$ cat config.mk
export PLATFORM = sky130hd
export DESIGN_NAME = seg_scan_ctrl
export DESIGN_NICKNAME = d
export VERILOG_FILES = /design/src/rtl/seg_scan_ctrl.sv
export SDC_FILE = /design/constraint.sdc
export NUM_CORES = 1
export LEC_CHECK = 0
export BUFFER_PORTS_ARGS = -buffer_cell sky130_fd_sc_hd__buf_2
export CAP_MARGIN = 40
export CORE_MARGIN = 4
export CORE_UTILIZATION = 30
export DETAILED_ROUTE_END_ITERATION = 8
export PLACE_DENSITY = 0.52
export SLEW_MARGIN = 0
export SYNTH_ARGS = -nofsm -noshare
export SYNTH_HDL_FRONTEND = slang
export SYNTH_SLANG_ARGS = --single-unit
$ cat constraint.sdc
create_clock -name clk -period 2.6 [get_ports clk]
set_input_delay 0.13 -clock clk [delete_from_list [all_inputs] [get_ports clk]]
set_output_delay 0.13 -clock clk [all_outputs]
set_load 0.01 [all_outputs]
$ cat src/rtl/seg_scan_ctrl.sv
// Four-digit multiplexed 7-segment scanner with a frame-synchronous overlay source,
// per-digit blink and leading-zero blanking. All outputs are registered.
module seg_scan_ctrl #(
   parameter int SCAN_DIV     = 50000,
   parameter int BLINK_FRAMES = 32
) (
   input  logic        clk,
   input  logic        rst,
   input  logic [15:0] bcd_main,
   input  logic [15:0] bcd_ovl,
   input  logic        ovl_req,
   input  logic [7:0]  ovl_len,
   input  logic [3:0]  blink_en,
   input  logic        lz_suppress,
   output logic        ovl_ack,
   output logic        ovl_busy,
   output logic        frame_tick,
   output logic [3:0]  DIGIT,
   output logic [6:0]  DISPLAY
);

   localparam int PW = $clog2(SCAN_DIV);
   localparam logic [PW-1:0] PRESC_MAX = PW'(SCAN_DIV - 1);
   localparam logic [7:0]    BLINK_MAX = 8'(BLINK_FRAMES - 1);

   typedef enum logic [1:0] {D0 = 2'd0, D1 = 2'd1, D2 = 2'd2, D3 = 2'd3} scan_e;
   typedef enum logic {IDLE = 1'b0, OVL = 1'b1} src_e;

   scan_e         scan_q, scan_d;
   src_e          src_q, src_d;
   logic [PW-1:0] presc_q, presc_d;
   logic [15:0]   main_q, main_d, ovl_q, ovl_d;
   logic [7:0]    len_q, len_d, bcnt_q, bcnt_d;
   logic          phase_q, phase_d;
   logic [3:0]    dig_q, dig_d;
   logic [6:0]    seg_q, seg_d;
   logic          ack_q, ack_d, busy_q, busy_d, ft_q, ft_d;

   logic          slot_tick_s, wrap_s, accept_s, blank_s;
   logic [3:0]    nib_s, anode_s, lzb_s;

   function automatic logic [6:0] seg_decode(input logic [3:0] v);
      case (v)
         4'd0:    seg_decode = 7'b1000000;
         4'd1:    seg_decode = 7'b1111001;
         4'd2:    seg_decode = 7'b0100100;
         4'd3:    seg_decode = 7'b0110000;
         4'd4:    seg_decode = 7'b0011001;
         4'd5:    seg_decode = 7'b0010010;
         4'd6:    seg_decode = 7'b0000010;
         4'd7:    seg_decode = 7'b1111000;
         4'd8:    seg_decode = 7'b0000000;
         4'd9:    seg_decode = 7'b0010000;
         default: seg_decode = 7'b1111111;
      endcase
   endfunction

   assign slot_tick_s = (presc_q == PRESC_MAX);
   assign wrap_s      = slot_tick_s && (scan_q == D3);
   assign accept_s    = wrap_s && (src_q == IDLE) && ovl_req;

   // State registers; scan_q names the digit driven at the next slot, so D0 after reset
   // behaves as if digit3 had just been shown.
   always_ff @(posedge clk) begin
      if (rst) begin
         scan_q <= D0;
         src_q  <= IDLE;
      end else begin
         scan_q <= scan_d;
         src_q  <= src_d;
      end
   end

   // Scan and source next-state logic.
   always_comb begin
      scan_d = scan_q;
      src_d  = src_q;
      case (scan_q)
         D0:      scan_d = slot_tick_s ? D1 : D0;
         D1:      scan_d = slot_tick_s ? D2 : D1;
         D2:      scan_d = slot_tick_s ? D3 : D2;
         D3:      scan_d = slot_tick_s ? D0 : D3;
         default: scan_d = D0;
      endcase
      case (src_q)
         IDLE: begin
            if (accept_s) src_d = OVL;
            else          src_d = IDLE;
         end
         OVL: begin
            if (wrap_s && (len_q <= 8'd1)) src_d = IDLE;
            else                           src_d = OVL;
         end
         default: src_d = IDLE;
      endcase
   end

   // Datapath next values: prescaler, frame-aligned shadows, overlay length, blink phase.
   always_comb begin
      presc_d = slot_tick_s ? '0 : presc_q + PW'(1);
      main_d  = wrap_s ? bcd_main : main_q;
      ovl_d   = accept_s ? bcd_ovl : ovl_q;
      len_d   = len_q;
      bcnt_d  = bcnt_q;
      phase_d = phase_q;
      if (accept_s) begin
         len_d = (ovl_len == 8'd0) ? 8'd1 : ovl_len;
      end else if (wrap_s && (src_q == OVL)) begin
         len_d = len_q - 8'd1;
      end else begin
         len_d = len_q;
      end
      if (wrap_s) begin
         if (bcnt_q >= BLINK_MAX) begin
            bcnt_d  = 8'd0;
            phase_d = ~phase_q;
         end else begin
            bcnt_d  = bcnt_q + 8'd1;
         end
      end else begin
         bcnt_d = bcnt_q;
      end
   end

   // Output decode: digit select, blanking and next values of the registered outputs.
   always_comb begin
      lzb_s[3] = (main_q[15:12] == 4'd0);
      lzb_s[2] = lzb_s[3] && (main_q[11:8] == 4'd0);
      lzb_s[1] = lzb_s[2] && (main_q[7:4] == 4'd0);
      lzb_s[0] = 1'b0;
      nib_s    = 4'd0;
      anode_s  = 4'b1111;
      blank_s  = 1'b0;
      case (scan_q)
         D0: begin
            nib_s   = (src_q == OVL) ? ovl_q[3:0] : main_q[3:0];
            anode_s = 4'b1110;
            blank_s = (lz_suppress && lzb_s[0]) || (phase_q && blink_en[0]);
         end
         D1: begin
            nib_s   = (src_q == OVL) ? ovl_q[7:4] : main_q[7:4];
            anode_s = 4'b1101;
            blank_s = (lz_suppress && lzb_s[1]) || (phase_q && blink_en[1]);
         end
         D2: begin
            nib_s   = (src_q == OVL) ? ovl_q[11:8] : main_q[11:8];
            anode_s = 4'b1011;
            blank_s = (lz_suppress && lzb_s[2]) || (phase_q && blink_en[2]);
         end
         D3: begin
            nib_s   = (src_q == OVL) ? ovl_q[15:12] : main_q[15:12];
            anode_s = 4'b0111;
            blank_s = (lz_suppress && lzb_s[3]) || (phase_q && blink_en[3]);
         end
         default: begin
            nib_s   = 4'd0;
            anode_s = 4'b1111;
            blank_s = 1'b1;
         end
      endcase
      if (slot_tick_s) begin
         dig_d = anode_s;
         seg_d = (blank_s && (src_q == IDLE)) ? 7'b1111111 : seg_decode(nib_s);
      end else begin
         dig_d = dig_q;
         seg_d = seg_q;
      end
      ack_d  = accept_s;
      busy_d = (src_q == OVL);
      ft_d   = wrap_s;
   end

   // Datapath and output registers; the main shadow tracks bcd_main throughout reset.
   always_ff @(posedge clk) begin
      if (rst) begin
         presc_q <= '0;
         main_q  <= bcd_main;
         ovl_q   <= 16'd0;
         len_q   <= 8'd0;
         bcnt_q  <= 8'd0;
         phase_q <= 1'b0;
         dig_q   <= 4'b1111;
         seg_q   <= 7'b1111111;
         ack_q   <= 1'b0;
         busy_q  <= 1'b0;
         ft_q    <= 1'b0;
      end else begin
         presc_q <= presc_d;
         main_q  <= main_d;
         ovl_q   <= ovl_d;
         len_q   <= len_d;
         bcnt_q  <= bcnt_d;
         phase_q <= phase_d;
         dig_q   <= dig_d;
         seg_q   <= seg_d;
         ack_q   <= ack_d;
         busy_q  <= busy_d;
         ft_q    <= ft_d;
      end
   end

   assign DIGIT      = dig_q;
   assign DISPLAY    = seg_q;
   assign ovl_ack    = ack_q;
   assign ovl_busy   = busy_q;
   assign frame_tick = ft_q;

endmodule

== Word-level counts from Yosys, hierarchy flattened ==
Memory sizes are Yosys's and may differ from the RTL's.
Index checks and enable logic that the tools add are counted.
Word-level totals
  register bits after elaboration: 82
  bits in read-only memories: 112
  output and inout bits: 14
  memories kept: 1
Operators by class
  $add $sub $neg: 3
  $lt $le $gt $ge: 2
  eq/ne operators: 4
  multiplexer cells: 22
  bitwise gates (word level): 2
  reductions and logical operators: 27
Memory list
  (name not given): depth 16, width 7, read ports 1, clocked after Yosys merged registers in 0, write ports 0, line 43  | case (v)
Operators by type and width (number)
  two-way mux 16 bit: 2
  two-way mux 8 bit: 4
  case mux 4 bit (4 select lines): 2
  adder 16 x 1 -> 16 bit, second input constant: 1
  equality test 16 bit, second input constant: 1
  two-way mux 4 bit: 4
  logical AND 1 bit: 15
  logical NOT 4 bit: 3
  adder 8 x 1 -> 8 bit, second input constant: 1
  >= comparator 8 x 5 -> 1 bit, second input constant: 1
  less-or-equal comparator 8 x 1 -> 1 bit, second input constant: 1
  logical NOT 8 bit: 1
  case mux 2 bit (4 select lines): 1
  subtractor 8 x 1 -> 8 bit, second input constant: 1
  two-way mux 7 bit: 1
  equality test 2 bit, second input constant: 2
  two-way mux 1 bit: 4
  two-way mux 2 bit: 2
  case mux 1 bit (4 select lines): 1
  nonzero test 2 bit: 2
  logical OR 1 bit: 3
  equality test 2 x 1 -> 1 bit, second input constant: 1
  logical NOT 2 bit: 1
  inverter 1 bit: 2
  3 further kinds: 3

== Logic depth before layout (Yosys ltp) ==
  depth in word-level cells: 8
  mapped depth: 9

== Worst setup path after synthesis ==
OpenSTA, ideal clock, no wires.
  kind: register to register
  start point: reg scan_q[1]
  end point: reg seg_q[6] (netlist: DISPLAY[6])
  setup time: 0.150 ns
  data arrival time: 2.155 ns
  data required time: 2.450 ns
  slack: 0.294 ns
  cell stages (with the launch flop): 9
  clock period less this slack: 2.306 ns
  cell sequence: dfxtp_1 buf_2 buf_2 mux4_2 mux2i_1 inv_1 ha_1 a2111oi_2 a311oi_1
On the way
  word-level cells in the longest chain between the ends: 4
RTL lines
  start: declaration: line 29  | scan_e scan_q, scan_d;
  start signal: assignment: line 69  | scan_q <= scan_d;
  equality test 2 bit (tied with other cells): line 134  | case (scan_q)
  case mux 4 bit (4 select lines) or case mux 1 bit (4 select lines) (tied branches): line 134
  memory read (16 x 7 bit) or logical AND 1 bit (tied branches)
  two-way mux 7 bit (*): line 163  | seg_d = (blank_s && (src_q == IDLE)) ? 7'b1111111 : seg_decode(nib_s);
  end signal: assignment: line 195  | seg_q <= seg_d;
  end: declaration: line 36  | logic [6:0] seg_q, seg_d;
Mark *: on every way between the ends. The rest lies on a longest branch, timed or not.
A chain may end at the register's enable or synchronous reset.

== Final worst setup path ==
  start point: reg presc_q[0]
  end point: reg seg_q[6] (netlist: DISPLAY[6])
On the way
  word-level cells in the longest chain between the ends: 1
RTL lines
  start: declaration: line 31  | logic [PW-1:0] presc_q, presc_d;
  start signal: assignment: line 188  | presc_q <= presc_d;
  equality test 16 bit: line 58  | assign slot_tick_s = (presc_q == PRESC_MAX);
No other way between the ends.

==> impl_metrics.json <==
{
  "cts_num_sinks": 82,
  "crit-reg2reg-capture": "DISPLAY[6]$_SDFFE_PP1N_",
  "syn_inst": 371,
  "viasPerCell": 4.58,
  "min_to": "ovl_q[0]$_SDFFE_PP0P_",
  "hold_violations": 0,
  "power_frac_clock_pct": 47.2,
  "synth_area_um2": 3710,
  "hold_path_depth": 3,
  "dr.pass1.iters": 4,
  "yosysWarnings": 0,
  "wl_per_cell_um": 13.4,
  "root_buffer": "clkbuf_16",
  "rsz0062_at_grt": "false",
  "p_per_area_nw_per_um2": 599,
  "path_class": "reg2reg",
  "startpoint_type": "flip-flop",
  "internal-power_w": 0.00224,
  "clock_latency_ns": 0.34,
  "r2r_setup_slack_ns": 0.34,
  "crit_fanout": 4,
  "min_path_type": "in2reg",
  "synth-seq-cells": 82,
  "grt_util_met1_pct": 16.7,
  "rows": 40,
  "period_share_pct": 87.0,
  "setup_viol": 0,
  "wl_um": 8460,
  "required_ns": 2.78,
  "final_common_cell": "dfxtp_1",
  "grt_first_pass_wirelength_um": 14400,
  "fmax_ghz": 0.442,
  "die-area_um2": 14200,
  "ys_seq_area_share_pct": 48.6,
  "dpl.hpwl_um": 6270,
  "fin_setup_tns_ns": 0,
  "synth_async_sr_flop_share_pct": 0,
  "worstReg2RegStart": "presc_q[0]$_SDFF_PP0_",
  "outcome": "finished clean",
  "grt_max_degree": 34,
  "cp_data_arrival_time_ns": 2.44,
  "drcViolationCount": 0,
  "insertedDiodeCount": 0,
  "overflow": 0,
  "drt_iter0_markers": 95,
  "finalPower_w": 0.00283,
  "synth_edf_count": 16,
  "drv_slew": 0,
  "core_um2": 12100,
  "cap_violations": 0,
  "syn_nets": 428,
  "antenna_found_initial": 0,
  "synth.distinct_cells": 60,
  "p_leak_nw": 1.79,
  "grt_usage_pct": 12.6,
  "netSwitchingFraction_pct": 20.8,
  "final_cell_mix": "dfxtp_1 (65), nor2_1 (61), buf_2 (61), nand2_1 (26), mux2i_1 (21)",
  "finalNetCount": 514,
  "grt_most_used_layer": "met2",
  "grt_pass1_vias": 2960,
  "irDropWorstVdd_mv": 0.484,
  "gp_congestion": 0.847,
  "cts_buffers": 9,
  "startpoint": "presc_q[0]$_SDFF_PP0_",
  "fin_skew_ns": 0.00684,
  "tightest_slew_ns": 0.714,
  "ios": 62,
  "area_growth_pct": 27.5,
  "drive_above_1_share_pct": 24.5,
  "drtAntennaViolNets": 0,
  "grt_use_met2_pct": 19.7,
  "worstRegToRegCells": 7,
  "htreeDepth": 3,
  "slew_headroom_pct": 52.3,
  "pwr-share-seq_pct": 47.3,
  "cts_tree": "built",
  "end_kind": "flip-flop",
  "avgSynthCellArea_um2": 9.99,
  "grtUsageMet3_pct": 3.56,
  "p_sw_w": 0.000590,
  "p_comb_share_pct": 5.5,
  "die_w_um": 119,
  "cts_max_path_buffers": 2,
  "path_clk_slew_ns": 0.06,
  "die_h_um": 119,
  "routed-via-count": 2887,
  "holdCritStartpoint": "bcd_ovl[0]",
  "start_util_pct": 30.7,
  "period_needed_ns": 2.26,
  "ys.flop_type": "dfxtp_1",
  "io_buffers": 61
}
-- metal layers --
layer / vias to the layer above / share of wire (%)
met4: 0 / 1.6
met3: 11 / 3.9
li1: 1491 / -
met2: 55 / 44
met5: - / 0
met1: 1330 / 51
-- cell type report --
class | instances | area (um^2)
Inverter | 14 | 52.6
Tap cell | 168 | 210
Timing Repair Buffer | 90 | 563
Clock inverter | 5 | 80.1
Multi-Input combinational cell | 260 | 1790
Clock buffer | 11 | 233
Fill cell | 1224 | 7330
Sequential cell | 82 | 1800
-- synthesized netlist by cell type (3+ instances only) --
cell type  count  share of area [%]
buf_2          7               0.95
nor2_1        61                6.2
nand3_1       11                1.5
nor3_1        10                1.4
mux4_2         6                3.6
nor2b_1        3               0.51
edfxtp_1      16                 13
nor4_1         7                1.2
and2_1         3               0.51
inv_1         12                1.2
nand4_1        5               0.84
a211oi_1       4               0.81
o22ai_1        3               0.51
mux2i_1       21                5.7
xor2_1        13                3.1
clkbuf_1       5               0.51
o21ai_0       12                1.6
o22a_1         5                1.2
nand2b_1       5               0.84
ha_1           9                3.0
xnor2_1        7                1.7
a21oi_1       12                1.6
dfxtp_1       66                 36
nand2_1       26                2.6
-- sequential cells by signal (all words and copies together) (netlist names) --
name / count
main_q: 16
ovl_q: 16
presc_q: 16
bcnt_q: 8
len_q: 8
DISPLAY: 7
DIGIT: 4
scan_q: 2
busy_d: 1
frame_tick: 1
ovl_ack: 1
ovl_busy: 1
phase_q: 1
-- repair_timing --
action / in CTS / in global routing
hold endpoints to repair: 16 / 0
endpoints found under the setup margin: 0 / 6
gates resized for setup: 0 / 1
setup buffers: 0 / 0
hold buffers: 16 / 0
-- critical path, cell delays in order (launching register included) --
cell and delay, ns:
dfxtp_1 0.37, ha_1 0.22, and3_2 0.25, nand4_2 0.20, or2_0 0.29, or3_4 0.41, a2111oi_2 0.29, a311oi_1 0.07
-- how the worst max path moves through the flow --
| stage | endpoint | slack [ns] | cells past startpoint |
|---|---|---|---|
| after floorplan | DISPLAY[6]$_SDFFE_PP1N_ | 0.29 | 8 |
| after global placement | DISPLAY[6]$_SDFFE_PP1N_ | 0.22 | 6 |
| after detailed placement | DISPLAY[6]$_SDFFE_PP1N_ | 0.19 | 6 |
| after CTS | DISPLAY[6]$_SDFFE_PP1N_ | 0.17 | 6 |
| after global routing | len_q[6]$_SDFFE_PP0P_ | 0.11 | 7 |
| final | DISPLAY[6]$_SDFFE_PP1N_ | 0.34 | 7 |
-- kinds of logic (layout without fill, tap and decap cells) --
family | Yosys count | in the layout | synth area share, %
muxes | 30 | 30 | 10.3
and+or+nand+nor | 146 | 146 | 19.4
buffers and inverters | 29 | 120 | 3.38
AOI/OAI and AO/OA | 55 | 55 | 10.5
DFF | 82 | 82 | 48.6
adders and majority gates | 9 | 9 | 3.04
xor gates and xnor gates | 20 | 20 | 4.73
-- metrics by stage --
step	area [um^2]	setup WS [ns]	utilization, %	instances	hold WS, ns
2_1_floorplan	3710	0.294	-	371	0.229
3_3_place_gp	4250	0.224	35.3	598	0.309
3_5_place_dp	4250	0.192	35.3	598	0.308
4_1_cts	4730	0.167	39.2	630	0.0189
5_1_grt	4730	0.106	39.2	630	0.0298
6_report	4730	0.339	39.2	630	0.0293
-- power by group through the flow --
stage	registers, W	clock network, W	logic (W)
after global placement	0.00137	0	0.000139
after floorplan	0.00136	0	0.0000715
after CTS	0.00134	0.00138	0.000159
final	0.00134	0.00134	0.000157
after detailed placement	0.00137	0	0.000140
after global routing	0.00134	0.00144	0.000176
Note: power is estimated with default switching activity, not from simulation.
